===== src/rtl/kbd_event_queue.sv =====
// kbd_event_queue: PS/2 key strobe decoder with modifier tracking and a registered event FIFO.
// Optional typematic auto-repeat is built in when KBD_TYPEMATIC_EN is defined.
module kbd_event_queue #(
    parameter int DEPTH     = 8,
    parameter int REP_DELAY = 7000000,
    parameter int REP_RATE  = 933333,
    parameter int MAX_HELD  = 7
) (
    input  logic                   CLK_14M,
    input  logic                   reset,
    input  logic [10:0]            PS2_Key,
    input  logic                   pop,
    input  logic                   clr_ovf,
    output logic                   ev_valid,
    output logic [15:0]            ev_data,
    output logic [$clog2(DEPTH):0] ev_count,
    output logic                   akd,
    output logic                   ovf
);
    localparam int AW = $clog2(DEPTH);
    localparam int HW = $clog2(MAX_HELD + 1);

    typedef enum logic [2:0] {ARM, IDLE, CAPTURE, CLASSIFY, PUSH} state_t;

    state_t         state, state_nx;
    logic           old_stb;
    logic [9:0]     key;
    logic [4:0]     mods, mods_cl;
    logic [HW-1:0]  held;
    logic [15:0]    mem [DEPTH];
    logic [AW-1:0]  wr_ptr, rd_ptr;
    logic           press, is_shift, is_ctrl, is_lalt, is_ralt, is_caps, is_mod;
    logic           push_key, push_rep, do_push, do_pop, full, drop;
    logic [15:0]    ev_key, rep_word, wdata;

    assign press    = key[9];
    assign is_shift = key[7:0] == 8'h12 || key[7:0] == 8'h59;
    assign is_ctrl  = key[7:0] == 8'h14;
    assign is_lalt  = key[7:0] == 8'h11 && !key[8];
    assign is_ralt  = key[7:0] == 8'h11 && key[8];
    assign is_caps  = key[7:0] == 8'h58;
    assign is_mod   = is_shift || is_ctrl || is_lalt || is_ralt || is_caps;
    assign mods_cl  = {is_ralt ? press : mods[4], is_lalt ? press : mods[3],
                       (is_caps && press) ? ~mods[2] : mods[2],
                       is_ctrl ? press : mods[1], is_shift ? press : mods[0]};

    assign ev_key   = {~press, 1'b0, mods, key[8:0]};
    assign push_key = state == PUSH;
    assign wdata    = push_key ? ev_key : rep_word;
    assign full     = ev_count == (AW + 1)'(DEPTH);
    assign do_pop   = pop && ev_count != '0;
    assign do_push  = (push_key || push_rep) && (!full || do_pop);
    assign drop     = push_key && full && !do_pop;
    assign ev_valid = ev_count != '0;
    assign ev_data  = mem[rd_ptr];
    assign akd      = held != '0;

    // State register
    always_ff @(posedge CLK_14M or posedge reset) begin
        if (reset) state <= ARM;
        else       state <= state_nx;
    end

    // Next-state: wait for a strobe toggle, capture, classify, push non-modifiers
    always_comb begin
        state_nx = state;
        case (state)
            ARM:      state_nx = IDLE;
            IDLE:     state_nx = (PS2_Key[10] != old_stb) ? CAPTURE : IDLE;
            CAPTURE:  state_nx = CLASSIFY;
            CLASSIFY: state_nx = is_mod ? IDLE : PUSH;
            PUSH:     state_nx = IDLE;
            default:  state_nx = IDLE;
        endcase
    end

    // Key capture, modifier state and held-key counter
    always_ff @(posedge CLK_14M or posedge reset) begin
        if (reset) begin
            old_stb <= 1'b0;
            key     <= '0;
            mods    <= '0;
            held    <= '0;
        end else begin
            if (state == ARM) old_stb <= PS2_Key[10];
            if (state == CAPTURE) begin
                key     <= PS2_Key[9:0];
                old_stb <= PS2_Key[10];
            end
            if (state == CLASSIFY) begin
                mods <= mods_cl;
                if (!is_mod)
                    held <= press ? (held != HW'(MAX_HELD) ? held + HW'(1) : held)
                                  : (held != '0 ? held - HW'(1) : held);
            end
        end
    end

    // Event FIFO with sticky overflow on dropped key events
    always_ff @(posedge CLK_14M or posedge reset) begin
        if (reset) begin
            for (int i = 0; i < DEPTH; i++) mem[i] <= '0;
            wr_ptr   <= '0;
            rd_ptr   <= '0;
            ev_count <= '0;
            ovf      <= 1'b0;
        end else begin
            if (do_push) begin
                mem[wr_ptr] <= wdata;
                wr_ptr      <= wr_ptr + AW'(1);
            end
            if (do_pop) rd_ptr <= rd_ptr + AW'(1);
            ev_count <= ev_count + (AW + 1)'(do_push) - (AW + 1)'(do_pop);
            ovf      <= drop ? 1'b1 : clr_ovf ? 1'b0 : ovf;
        end
    end

`ifdef KBD_TYPEMATIC_EN
    localparam int TMAX = REP_DELAY > REP_RATE ? REP_DELAY : REP_RATE;
    localparam int TW   = $clog2(TMAX + 1);

    logic          rep_on, rep_pend, rep_fire;
    logic [8:0]    rep_key;
    logic [TW-1:0] rep_timer;

    assign rep_fire = rep_on && rep_timer == '0;
    assign push_rep = (rep_fire || rep_pend) && state != PUSH;
    assign rep_word = {2'b01, mods, rep_key};

    // Typematic timer; a repeat colliding with a key push waits one cycle
    always_ff @(posedge CLK_14M or posedge reset) begin
        if (reset) begin
            rep_on    <= 1'b0;
            rep_pend  <= 1'b0;
            rep_key   <= '0;
            rep_timer <= '0;
        end else begin
            rep_pend <= (rep_fire || rep_pend) && state == PUSH;
            if (state == CLASSIFY && !is_mod && press) begin
                rep_on    <= 1'b1;
                rep_key   <= key[8:0];
                rep_timer <= TW'(REP_DELAY - 1);
            end else if (state == CLASSIFY && !is_mod && key[8:0] == rep_key) begin
                rep_on    <= 1'b0;
                rep_timer <= '0;
            end else if (rep_fire) begin
                rep_timer <= TW'(REP_RATE - 1);
            end else if (rep_on) begin
                rep_timer <= rep_timer - TW'(1);
            end
        end
    end
`else
    logic unused_rep_cfg;
    assign unused_rep_cfg = ^{REP_DELAY, REP_RATE};
    assign push_rep       = 1'b0;
    assign rep_word       = '0;
`endif
endmodule


===== config.mk =====
export PLATFORM = sky130hd
export DESIGN_NAME = kbd_event_queue
export DESIGN_NICKNAME = d
export VERILOG_FILES = /design/src/rtl/kbd_event_queue.sv
export SDC_FILE = /design/constraint.sdc
export NUM_CORES = 1
export LEC_CHECK = 0
export BUFFER_PORTS_ARGS = -buffer_cell sky130_fd_sc_hd__buf_2
export CAP_MARGIN = 20
export CORE_MARGIN = 4
export CORE_UTILIZATION = 50
export CTS_BUF_LIST = sky130_fd_sc_hd__clkbuf_8 sky130_fd_sc_hd__clkbuf_16
export CTS_CLUSTER_DIAMETER = 200
export DETAILED_ROUTE_END_ITERATION = 6
export PLACE_DENSITY = 0.67
export SYNTH_ARGS = -nofsm -noshare
export SYNTH_HDL_FRONTEND = slang
export SYNTH_SLANG_ARGS = --single-unit

===== constraint.sdc =====
create_clock -name CLK_14M -period 6.4 [get_ports CLK_14M]
set_input_delay 1.28 -clock CLK_14M [delete_from_list [all_inputs] [get_ports CLK_14M]]
set_output_delay 1.28 -clock CLK_14M [all_outputs]
set_load 0.05 [all_outputs]

==> key figures <==
Worst setup path
  – CP Buf/Inv Count: 2
  – Startpoint Class: register
  – Worst r2r path cells: 4
  – Largest delay share family, worst path: multiplexers
  – Crit path max fanout: 26
  – Crit Path Class: register to primary output
  – Worst endpoint required time: 5120 ps
  – CP Capture Type: primary output
  – R2r setup slk: ~3800 ps
  – R2R Path End: mem[125]
  – Critical R2R Launch: state[0]
  – Crit path largest cell delay: roughly 570 ps
  – Critical path arrival: between 2000 and 2500 ps
  – Cell Chain, Critical Path: buf_4 -> mux4_2 -> mux2_2 -> buf_2
  – Critical-path cell with the highest stage delay: mux4_2

Timing
  – Max-slew violations: 0
  – Final setup viols: 0
  – Hold Slack: 476 ps
  – Fmax: 0.271 GHz
  – Total negative slack: 0 ps
  – Final Hold Vio Count: 0
  – Worst-Margin Slew: around 1100 ps
  – Tmin final: roughly 3700 ps
  – Final setup skew: 7.63 ps
  – RSZ-0062 raised after global routing: no
  – Slew margin rel.: a little over a quarter
  – Crit share post-route: a little under three fifths

Power and ir drop
  – Power density over the cells: roughly 380 nW/µm²
  – Pint: ~2100 µW
  – Maximum VDD drop: ~330 µV
  – Sw Pwr: ~970 µW
  – Logic pwr share: about a quarter
  – Switching Share: roughly a third
  – Clock power share: between 30% and 40%
  – Sequential fraction of design power: 41.3%
  – LEAKAGE: roughly 0.0035 µW

Layout
  – # diodes: 0
  – Layout Nets: 670
  – Share of cells above drive strength 1: between 20 and 25%
  – Design Area, Final: slightly below 8000 µm²
  – Area growth from synthesis to layout: 14.2%

Routing
  – Final WL: ~14000 µm
  – Post-DRT Antenna Nets: 0
  – Vias per cell: between 5 and 6
  – DRC Markers: 0
  – DR WL/cell: between 15 and 20 µm
  – TritonRoute pass-1 iters: 4
  – Vias: approximately 4600
  – 1st-iter DRT viols: 257

Yosys
  – Ranking of synthesized cells by area: dfrtp_1 55%, mux4_2 9.8%, nand2_1 8.0%, o21ai_0 7.4%, mux2_2 4.9%
  – Sequential-to-total area share from yosys stat: 55.5%
  – Post-synth EDFFs: 0
  – Yosys reg bits: 153
  – Synthesized net count: between 600 and 700
  – Syn. warnings: 0
  – Syn Std Cell Area: between 6000 and 7000 µm²
  – Yosys top cell area share: approximately 55%
  – Largest area contributor in the netlist: dfrtp_1
  – Synth cell types: 47
  – Mean Syn Cell Area: around 11 µm²
  – Asr flop ratio synth: 100%
  – Top_reg_cell synth: dfrtp_1
  – Cells after Synth: roughly 620

Hold path
  – Hold Path Stages: 2
  – Min-Delay Path Class: register to register
  – Hold EP: mem[65]
  – Hold Crit Start: mem[65]

Clock network
  – Worst-Skew Late Latency: about 420 ps
  – CTS tree: done
  – Post_cts resized: 0
  – Postcts setup bufs: 0
  – CTS Hold Bufs: 0
  – Max clock buf depth: 2
  – Root Driver: clkbuf_16
  – Clk slew on worst S/H paths: ~60 ps
  – CTS Buf Count: 17
  – CTS sink cnt: ~150
  – Number of H-tree levels: 4

GRT
  – Largest net degree at the start of global routing: between 100 and 150
  – First-pass GRT wire length: 24500 µm
  – Gr usage total: between 10% and 20%
  – Number of global-route vias before repair: approximately 4800
  – Grt total ovfl: 0
  – Initial antenna violation count: 0

Status
  – Status: completed

Die
  – Row count: 42
  – Die Wd: between 100 and 150 µm
  – Die Area: between 15000 and 20000 µm²
  – Initial Util: 51.5%
  – IO Pins: 38
  – CORE AREA: approximately 13000 µm²
  – Die H: ~130 µm

Run
  – Max-cap violations: 0

Placement
  – DP HPWL: around 9100 µm
  – DP Area: 7180 µm²
  – Final Wtd Congestion: between 0.7 and 0.8
  – Port-buffer cells: 36
-- cell usage after synthesis, drive strengths merged (2+ instances only) --
library cell and n:
nor2b 3, or3b 2, dfrtp 153, nor4 4, fa 2, buf 17, xnor2 5, a21oi 2
nor3 9, o21ai 122, ha 8, or3 3, nor2 10, inv 13, mux4 30, nand2 147
clkbuf 22, a21o 2, xor2 3, mux2 30, nand3 10, a31oi 4, mux2i 2
-- registers in the layout (all words and copies together) (netlist names) --
name and cells:
ev_count 4, held 3, key 10, mem 120, mods 5, old_stb 1, ovf 1, rd_ptr 3
state 3, wr_ptr 3
-- worst reg2reg max path, delay by kind of cell (launching register included) --
family | cells | cell delay (ps)
AND/OR/NAND/NOR | 2 | 1170
AO/OA/AOI/OAI | 2 | 870
flip-flops | 1 | 440
-- layout make-up --
class	instances	area [µm²]
clock buffers	18	439
clock inverters	14	181
fillers	1088	5520
inverters	13	53.8
multi-input cells	413	2840
flip-flops and latches	153	3830
well taps	176	220
repair buffers	47	315
-- metal layers --
layer	GRT usage (%)	wire, µm
met1	26.7	6750
met2	31.2	6840
met3	3.84	444
met4	8.35	329
met5	0	0
-- cell families (layout without fill, tap and decap cells) --
group / after synthesis / count (layout) / share of synthesized area [%]
buffers and inverters: 52 / 92 / 3.37
multiplexers: 62 / 62 / 15.0
other: 1 / 1 / 0.0543
AO/OA/AOI/OAI: 138 / 138 / 10.9
flip-flops: 153 / 153 / 55.5
adder cells (fa/ha/maj): 10 / 10 / 2.03
AND/OR/NAND/NOR: 194 / 194 / 12.2
XOR/XNOR: 8 / 8 / 1.02
-- per-stage QoR --
stage / cells / total power [µW] / utilization (%) / setup slack [ps]
final: 834 / 3020 / 58.8 / 2720
after global routing: 834 / 3180 / 58.8 / 2640
after CTS: 831 / 3030 / 58.2 / 2440
after detailed placement: 799 / 1990 / 53.6 / 2890
after global placement: 799 / 1950 / 53.6 / 2930
after floorplan: 618 / 1830 / - / 999
-- how the worst max path moves through the flow --
| stage | startpoint | to | slack, ps | depth (start not counted) |
|---|---|---|---|---|
| floorplan | reset | ev_count[0] | 1000 | 1 |
| global placement | rd_ptr[0] | ev_data[1] | 2930 | 3 |
| detailed placement | rd_ptr[0] | ev_data[2] | 2890 | 3 |
| CTS | rd_ptr[0] | ev_data[2] | 2440 | 3 |
| global route | rd_ptr[1] | ev_data[13] | 2640 | 4 |
| finish | rd_ptr[1] | ev_data[13] | 2720 | 4 |
-- layout by cell type (no fill, tap or decap), types with 4 or more instances in the layout --
| cell type | instances |
|---|---|
| dfrtp_1 | 152 |
| nand2_1 | 147 |
| o21ai_0 | 102 |
| buf_2 | 36 |
| mux2_2 | 30 |
| mux4_2 | 30 |
| o21ai_1 | 20 |
| clkbuf_16 | 17 |
| inv_1 | 14 |
| nor2_1 | 10 |
| nand3_1 | 10 |
| ha_1 | 8 |
| buf_4 | 8 |
| nor3_1 | 7 |
| xnor2_1 | 5 |
| clkinvlp_4 | 4 |
| bufinv_16 | 4 |
-- power groups by stage --
stage               Clock [µW]  Sequential [µW]  Combinational [µW]
floorplan                    0             1220                 611
global placement             0             1300                 652
detailed placement           0             1310                 672
CTS                       1060             1300                 676
global route              1100             1270                 807
finish                    1050             1250                 729
Power figures use the tool's default switching activity.
